--- config.mk ---
export PLATFORM = sky130hd
export DESIGN_NAME = vram_arbiter
export DESIGN_NICKNAME = d
export VERILOG_FILES = /design/src/rtl/vram_pkg.sv /design/src/rtl/vram_wr_fifo.sv /design/src/rtl/vram_arbiter.sv
export SDC_FILE = /design/constraint.sdc
export NUM_CORES = 1
export LEC_CHECK = 0
export BUFFER_PORTS_ARGS = -buffer_cell sky130_fd_sc_hd__buf_2
export CAP_MARGIN = 15
export CORE_ASPECT_RATIO = 0.7
export CORE_MARGIN = 1
export CORE_UTILIZATION = 58
export DETAILED_ROUTE_END_ITERATION = 10
export HOLD_SLACK_MARGIN = 0.15
export MAX_ROUTING_LAYER = met4
export PLACE_DENSITY = 0.86
export SLEW_MARGIN = 20
export SYNTH_ARGS = -nofsm -noshare
export SYNTH_HDL_FRONTEND = slang
export SYNTH_HIERARCHICAL = 1
export SYNTH_SLANG_ARGS = --single-unit
--- constraint.sdc ---
create_clock -name clk -period 5.6 [get_ports clk]
set_input_delay 0.56 -clock clk [delete_from_list [all_inputs] [get_ports clk]]
set_output_delay 0.56 -clock clk [all_outputs]
set_load 0.02 [all_outputs]
--- src/rtl/vram_pkg.sv ---
// Shared constants and types for the VRAM arbiter slice.
//   FB_W/FB_H   : framebuffer size in source pixels (4x upscaled to 800x600)
//   ADDR_W      : RAM word address width
//   RGB_W       : RAM word / colour width, {r[3:0],g[3:0],b[3:0]}
//   PIX_BLANK   : pixel coordinate value that marks blanking
//   FB_WORDS    : number of valid framebuffer words
//   wr_req_t    : one queued game write {addr, data}
package vram_pkg;

    localparam int unsigned FB_W      = 200;
    localparam int unsigned FB_H      = 150;
    localparam int unsigned ADDR_W    = 15;
    localparam int unsigned RGB_W     = 12;
    localparam logic [9:0]  PIX_BLANK = 10'h3FF;
    localparam int unsigned FB_WORDS  = FB_W * FB_H;

    typedef struct packed {
        logic [ADDR_W-1:0] addr;
        logic [RGB_W-1:0]  data;
    } wr_req_t;

endpackage

--- src/rtl/vram_wr_fifo.sv ---
// Small synchronous FIFO holding pending game writes.
//   clk, reset_n : clock, asynchronous active-low reset (flushes contents)
//   push, push_data : enqueue request (ignored when full)
//   pop          : dequeue head (ignored when empty)
//   head         : current head entry (valid when !empty)
//   full, empty  : occupancy flags
// DEPTH must be a power of two, at least 2.
module vram_wr_fifo
    import vram_pkg::*;
#(
    parameter int unsigned DEPTH = 4
) (
    input  logic    clk,
    input  logic    reset_n,
    input  logic    push,
    input  wr_req_t push_data,
    input  logic    pop,
    output wr_req_t head,
    output logic    full,
    output logic    empty
);

    localparam int unsigned PTR_W = $clog2(DEPTH);

    wr_req_t        mem_q [DEPTH];
    logic [PTR_W:0] wr_ptr_q;
    logic [PTR_W:0] rd_ptr_q;
    logic           do_push;
    logic           do_pop;

    // Extra pointer MSB distinguishes full from empty when the indices match.
    assign empty   = (wr_ptr_q == rd_ptr_q);
    assign full    = (wr_ptr_q[PTR_W] != rd_ptr_q[PTR_W]) &&
                     (wr_ptr_q[PTR_W-1:0] == rd_ptr_q[PTR_W-1:0]);
    assign do_push = push && !full;
    assign do_pop  = pop && !empty;
    assign head    = mem_q[rd_ptr_q[PTR_W-1:0]];

    always_ff @(posedge clk or negedge reset_n) begin
        if (!reset_n) begin
            wr_ptr_q <= '0;
            rd_ptr_q <= '0;
        end else begin
            if (do_push) wr_ptr_q <= wr_ptr_q + (PTR_W + 1)'(1);
            if (do_pop)  rd_ptr_q <= rd_ptr_q + (PTR_W + 1)'(1);
        end
    end

    // Storage needs no reset: the pointers define which entries are live.
    always_ff @(posedge clk) begin
        if (do_push) mem_q[wr_ptr_q[PTR_W-1:0]] <= push_data;
    end

endmodule

--- src/rtl/vram_arbiter.sv ---
// Shares one single-port synchronous VRAM between display scan-out and game writes.
//   clk, reset_n       : pixel clock, asynchronous active-low reset
//   pixel_x, pixel_y   : display coordinate (10'h3FF = blanking)
//   pix_rgb            : colour for the coordinate presented two cycles earlier
//   wr_valid/wr_ready  : write request handshake, wr_addr/wr_data payload
//   wr_oob             : sticky flag, an accepted write addressed past the framebuffer
//   mem_en/mem_we/mem_addr/mem_wdata : registered RAM command, mem_rdata one cycle later
// Every fourth active pixel (x[1:0]==0) owns the RAM for a read; all other cycles
// drain the write queue. ADDR_W/RGB_W must match the vram_pkg values used by wr_req_t.
module vram_arbiter #(
    parameter int unsigned FB_W     = vram_pkg::FB_W,
    parameter int unsigned FB_H     = vram_pkg::FB_H,
    parameter int unsigned ADDR_W   = vram_pkg::ADDR_W,
    parameter int unsigned RGB_W    = vram_pkg::RGB_W,
    parameter int unsigned WQ_DEPTH = 4
) (
    input  logic              clk,
    input  logic              reset_n,
    input  logic [9:0]        pixel_x,
    input  logic [9:0]        pixel_y,
    output logic [RGB_W-1:0]  pix_rgb,
    input  logic              wr_valid,
    output logic              wr_ready,
    input  logic [ADDR_W-1:0] wr_addr,
    input  logic [RGB_W-1:0]  wr_data,
    output logic              wr_oob,
    output logic              mem_en,
    output logic              mem_we,
    output logic [ADDR_W-1:0] mem_addr,
    output logic [RGB_W-1:0]  mem_wdata,
    input  logic [RGB_W-1:0]  mem_rdata
);

    import vram_pkg::*;

    localparam int unsigned WORDS = FB_W * FB_H;

    logic              active;
    logic              slot;
    logic [ADDR_W-1:0] slot_addr;
    logic              ready_q;
    logic              oob_q;
    logic              accept;
    logic              have_req;
    logic              push_fifo;
    logic              pop_fifo;
    logic              fifo_full;
    logic              fifo_empty;
    wr_req_t           in_req;
    wr_req_t           head_req;
    wr_req_t           issue_req;

    logic              mem_en_d, mem_en_q;
    logic              mem_we_d, mem_we_q;
    logic [ADDR_W-1:0] mem_addr_d, mem_addr_q;
    logic [RGB_W-1:0]  mem_wdata_d, mem_wdata_q;

    logic              slot_q1, slot_q2;
    logic              blank_q1, blank_q2;
    logic [RGB_W-1:0]  hold_q;

    assign active    = (pixel_x != PIX_BLANK) && (pixel_y != PIX_BLANK);
    assign slot      = active && (pixel_x[1:0] == 2'b00);
    assign slot_addr = ADDR_W'(pixel_y[9:2]) * ADDR_W'(FB_W) + ADDR_W'(pixel_x[9:2]);

    // wr_ready stays low until the first clock after reset release.
    assign wr_ready  = ready_q && !fifo_full;
    assign accept    = wr_valid && wr_ready;
    assign in_req    = '{addr: wr_addr, data: wr_data};
    assign wr_oob    = oob_q;

    always_comb begin
        // An incoming write may bypass an empty queue so an idle write issues next cycle.
        have_req    = !fifo_empty || accept;
        issue_req   = fifo_empty ? in_req : head_req;
        pop_fifo    = !slot && !fifo_empty;
        push_fifo   = accept && (slot || !fifo_empty);

        mem_en_d    = 1'b0;
        mem_we_d    = 1'b0;
        mem_addr_d  = mem_addr_q;
        mem_wdata_d = mem_wdata_q;
        if (slot) begin
            mem_en_d   = 1'b1;
            mem_addr_d = slot_addr;
        end else if (have_req && (32'(issue_req.addr) < WORDS)) begin
            // Out-of-range entries are still dequeued, just never driven to RAM.
            mem_en_d    = 1'b1;
            mem_we_d    = 1'b1;
            mem_addr_d  = issue_req.addr;
            mem_wdata_d = issue_req.data;
        end
    end

    vram_wr_fifo #(
        .DEPTH (WQ_DEPTH)
    ) u_wr_fifo (
        .clk       (clk),
        .reset_n   (reset_n),
        .push      (push_fifo),
        .push_data (in_req),
        .pop       (pop_fifo),
        .head      (head_req),
        .full      (fifo_full),
        .empty     (fifo_empty)
    );

    always_ff @(posedge clk or negedge reset_n) begin
        if (!reset_n) begin
            ready_q     <= 1'b0;
            oob_q       <= 1'b0;
            mem_en_q    <= 1'b0;
            mem_we_q    <= 1'b0;
            mem_addr_q  <= '0;
            mem_wdata_q <= '0;
            slot_q1     <= 1'b0;
            slot_q2     <= 1'b0;
            blank_q1    <= 1'b1;
            blank_q2    <= 1'b1;
            hold_q      <= '0;
        end else begin
            ready_q     <= 1'b1;
            if (accept && (32'(wr_addr) >= WORDS)) oob_q <= 1'b1;
            mem_en_q    <= mem_en_d;
            mem_we_q    <= mem_we_d;
            mem_addr_q  <= mem_addr_d;
            mem_wdata_q <= mem_wdata_d;
            slot_q1     <= slot;
            slot_q2     <= slot_q1;
            blank_q1    <= !active;
            blank_q2    <= blank_q1;
            if (slot_q2) hold_q <= mem_rdata;
        end
    end

    assign mem_en    = mem_en_q;
    assign mem_we    = mem_we_q;
    assign mem_addr  = mem_addr_q;
    assign mem_wdata = mem_wdata_q;

    // Colour select is fully registered; on a slot the RAM's own output register
    // supplies the word directly so it lands in the same cycle as its coordinate.
    always_comb begin
        if (blank_q2)     pix_rgb = '0;
        else if (slot_q2) pix_rgb = mem_rdata;
        else              pix_rgb = hold_q;
    end

endmodule

Yosys cells after proc, flatten, opt, wreduce, memory -nomap -nowiden --
Memories as Yosys holds them, arrays and structs flattened. Cells that the tools add are included.
Word-level totals: flip-flop bits (word level) 53, memories 1, word-level logic and storage cells 56, memory bits (writable) 108, output and inout port bits 43
Memories:
- u_wr_fifo.mem_q | words 4, width 27, rd ports 1, clocked after Yosys merged registers in 0, wr ports 1, line vram_wr_fifo.sv:25 | wr_req_t mem_q [DEPTH];
Operators by class: mux-type cells 10, bitwise logic cells 1, order comparisons 2, multiply operators 1, equality and inequality tests 5, add/subtract/negate cells 3, reductions and logical operators 20
Operators by type and width (count):
- $mux 15 | 2
- $mux 27 | 1
- $mux 12 | 2
- $ne 10x10->1 const B | 2
- $add 15x8->15 | 1
- $ge 15x15->1 const B | 1
- $lt 15x15->1 const B | 1
- $mul 8x5->12 const B | 1
- $logic_and 1x1->1 | 11
- $add 3x1->3 const B | 2
- $mux 1 | 5
- $logic_not 1->1 | 4
- $eq 3x3->1 | 1
- $eq 2x2->1 | 1
- $logic_not 2->1 | 1
- $logic_or 1x1->1 | 2
- $reduce_and 2->1 | 1
- $reduce_bool 2->1 | 1
- $ne 1x1->1 | 1
- $not 1->1 | 1

Depth between registers and ports, before layout --
depth in word-level cells 9, mapped depth 13

Hierarchy --
The synthesis kept the hierarchy.
Modules (own cells, without submodules):
- vram_wr_fifo | area each 4414.2 um2, cells an instance 190, times used 1
- vram_arbiter | area each 3308.2 um2, cells an instance 300, times used 1

Worst setup path after synthesis --
No wires, ideal clock.
kind input to register, start point input port pixel_y[3], end point register mem_addr_q[13] (netlist: mem_addr[13]), slack 2.404 ns, required time 5.474 ns, stages 12, library setup time 0.126 ns, arrival time 3.070 ns, cells stage by stage ha_1 -> ha_1 -> ha_1 -> inv_1 -> fa_1 -> nand2b_1 -> a21oi_1 -> xor2_1 -> nand3_1 -> nor3_1 -> xnor2_1 -> a221o_1
On the way: longest elaborated chain between the ends 4, elaborated cells on any way between the ends 7, classes of those cells add/sub: 1; mul: 1; eq/ne: 1; mux: 1; reduce/logical: 3
Ends and longest elaborated chain:
- start: declaration | line vram_arbiter.sv:20 | input logic [9:0] pixel_y,
- parallel branches: the longest is 4 deep, another holds $add 15x8->15
- end signal: assignment | line vram_arbiter.sv:126 | mem_addr_q <= mem_addr_d;
- end: declaration | line vram_arbiter.sv:55 | logic [ADDR_W-1:0] mem_addr_d, mem_addr_q;
Several ways; the timed one is not identified. A chain may end at the register's enable or synchronous reset.

==> results.yml <==
outcome:
  status: "completed"
global_routing:
  grt.busiest_layer: "met2"
  grt.total_usage_pct: 26.9
  overflow: 0
  use_met3_pct: 7.82
  grt_use_met2_pct: 39.9
  antenna_found_initial: 0
  grt_max_degree: 54
  grt_pass1_vias: 4824
  grt_pass1_wl_microns: 26500
  grt_util_met1_pct: 36.5
power_and_ir_drop:
  power_switching_share_pct: 35.0
  p_int_w: 0.00319
  vdd_drop_max_mv: 0.376
  p_leak_nw: 3.66
  p_seq_share_pct: 35.0
  combPwrFrac_pct: 41.9
  finalPower_w: 0.00491
  power.switching_w: 0.00172
  cellPowerDensity_mw_per_mm2: 547
  power.share.clock_pct: 23.2
clock_network:
  h-tree-depth: 4
  cts_hold_buf: 0
  cts.sinks: 161
  numCtsBuffers: 17
  clkLatencyLatePin_ps: 420
  postCtsSetupBuffers: 0
  clkTransAtPathRegs_ps: 60
  tritoncts: "built"
  clock-root-buffer: "clkbuf_16"
  cts.repair.resized: 0
  cts_buffer_depth: 2
cells_and_area:
  register_area_sq_mm: 0.00457
  syn2layout_area_growth_pct: 16.3
  nets: 707
  multiInputGateArea_sq_mm: 0.00296
  layout-drive-gt1-share_pct: 37.8
  fillers: 798
  n_antenna_cell: 0
critical_path:
  cp.arrival_ps: 3810
  crit_path_end_kind: "flop"
  startpoint_type: "flop"
  crit_fanout: 16
  crit_type: "flop to flop"
  required_ps: 5900
timing:
  finalMaxSlewViolations: 0
  rsz0062_at_grt: "no"
  fin_crit_ps: 3510
  fmax_mhz: 285
  maxSlewHeadroom_pct: 25.9
  fin_skew_ps: 12.3
  setup_viol: 0
  holdWs_ps: 270
  hold_viol: 0
  worstMarginPinSlew_ps: 1110
  finalSetupTns_ps: 0
  finalCritPeriodShare_pct: 62.7
floorplanning:
  rows: 34
  start_util_pct: 60.9
  die-area_sq_mm: 0.0138
  dieWidth_microns: 140
  ios: 105
  dieHeight_microns: 98.5
  core_area_sq_mm: 0.0127
yosys:
  synth_ff_type: "edfxtp_1"
  syn_area_sq_mm: 0.00772
  ys_types: 55
  synth_cells: 490
  syn_nets: 593
  synth.avg_cell_area_sq_um: 15.8
  synth_edf_count: 108
  synthArstFlopShare_pct: 32.9
  seq_area_frac_synth_pct: 59.2
  synth_xor_xnor_area_share_pct: 3.16
  synth_adder_area_share_pct: 7.03
  muxShareOfSynthArea_pct: 17.8
  synth_top_family_by_area: "multiplexers"
  yosys_warnings: 6
  synth_compound_area_share_pct: 5.09
  ys_ff_latch: 161
  synth-simple-area-share_pct: 5.09
route:
  routed_wirelength_microns: 16900
  drc_errors: 0
  dr.first_iter.drc_count: 435
  wl_per_cell_microns: 21.6
  ant_nets: 0
  num_vias: 4745
  drt-pass1-iter-count: 5
  vias_per_cell: 6.09
hold_path:
  hold_class: "input port to asynchronous set/reset pin"
placement:
  hpwl_microns: 11400
  gp_congestion: 0.875
  portBuffers: 104
flow_run:
  cap_violations: 0
## cell usage after synthesis, drive strengths merged (10+ instances only)
cell type	n	share of area (%)
nor2b	15	1.2
nor2	11	0.53
ha	37	6.0
xnor2	14	1.7
dfrtp	51	17
mux2i	17	2.2
nand2	16	0.78
mux4	27	7.9
mux2	50	7.7
xor2	10	1.5
inv	21	1.0
buf	11	1.2
a21oi	13	0.89
o21ai	15	0.97
edfxtp	108	42
## final timing paths
kind                                  startpoint                     to  slack (ps)  depth (start not counted)
max                        u_wr_fifo/rd_ptr_q[0]           mem_wdata[1]        2090                          9
min                                      reset_n          mem_wdata[10]         270                          2
max reg2reg                u_wr_fifo/rd_ptr_q[0]           mem_wdata[1]        2090                          9
min reg2reg                              slot_q1                slot_q2         350                          0
max in group asynchronous                reset_n  u_wr_fifo/rd_ptr_q[0]        4830                          2
min in group clk                         slot_q1                slot_q2         350                          0
## cell usage in the layout (no fill, tap or decap), drive strengths merged, types with 2 or more instances in the layout
master | synthesis | final
dfrtp | 51 | 51
mux4 | 27 | 27
edfxtp | 108 | 108
inv | 21 | 21
fa | 4 | 4
or2 | 2 | 2
nand2 | 16 | 16
buf | 11 | 113
bufinv | 0 | 3
nor2b | 15 | 15
a31oi | 2 | 2
nand3 | 6 | 6
and3 | 4 | 4
nor3 | 7 | 7
dfstp | 2 | 2
a211oi | 5 | 5
a21oi | 13 | 13
mux2 | 50 | 50
a21boi | 2 | 2
nand2b | 3 | 3
a21o | 5 | 5
mux2i | 17 | 17
nand4 | 5 | 5
o31ai | 6 | 6
nor4 | 2 | 2
xnor2 | 14 | 14
a211o | 3 | 3
clkinvlp | 0 | 3
xor2 | 10 | 10
clkbuf | 7 | 20
ha | 37 | 37
nor2 | 11 | 11
o21ai | 15 | 15
clkinv | 0 | 6
## power by group through the flow
| stage | Clock [W] | Sequential [W] | Combinational, W |
|---|---|---|---|
| global placement | 0 | 0.00171 | 0.00195 |
| finish | 0.00114 | 0.00172 | 0.00206 |
| detailed placement | 0 | 0.00173 | 0.00203 |
| CTS | 0.00115 | 0.00172 | 0.00205 |
| floorplan | 0 | 0.00179 | 0.00149 |
| global route | 0.00120 | 0.00174 | 0.00220 |
## routing by layer
layer | vias up | routed length (microns) | part of all wire (%)
met2 | 253 | 7910 | 47
met4 | 0 | 312 | 1.9
met3 | 32 | 1390 | 8.3
met5 | - | 0 | 0
li1 | 2087 | - | -
met1 | 2373 | 7230 | 43
## registers in the layout, summed over array words and instances, names as in the netlist
signal	cells
u_wr_fifo/mem_q	108
mem_addr	15
hold_q	12
mem_wdata	12
u_wr_fifo/rd_ptr_q	3
u_wr_fifo/wr_ptr_q	3
blank_q1	1
blank_q2	1
mem_en	1
mem_we	1
ready_q	1
slot_q1	1
slot_q2	1
wr_oob	1
## through the flow
step	setup WS (ps)	instance area (sq um)	cells	util, %
after global routing	1790	8980	779	70.8
after floorplan	2400	7720	490	-
after global placement	2130	8400	747	66.3
after detailed placement	1920	8400	747	66.3
after CTS	2010	8980	779	70.8
final	2090	8980	779	70.8
## cells by family (layout without fill, tap and decap cells)
group           count (synthesis)  after routing
fa+ha+maj                      41             41
buf+inv                        39            166
flops                         161            161
compound gates                 56             56
xor+xnor                       24             24
mux                            94             94
other cells                     1              1
simple gates                   74             74
## critical path: stages (launching register included)
cell      delay (ps)
dfrtp_2          760
buf_4            440
mux4_2           560
a211o_1          240
a21o_1           200
a21oi_1          190
nor2_1            70
a211oi_2         170
and2_4           340
mux2_2           380
## area by class of cell
class,count,share of cell area [%]
Sequential cell,161,50.9
Multi-Input combinational cell,290,32.9
Timing Repair Buffer,113,6.55
Clock buffer,20,4.86
Tap cell,162,2.26
Clock inverter,12,1.57
Inverter,21,0.878
Power figures use the tool's default switching activity.
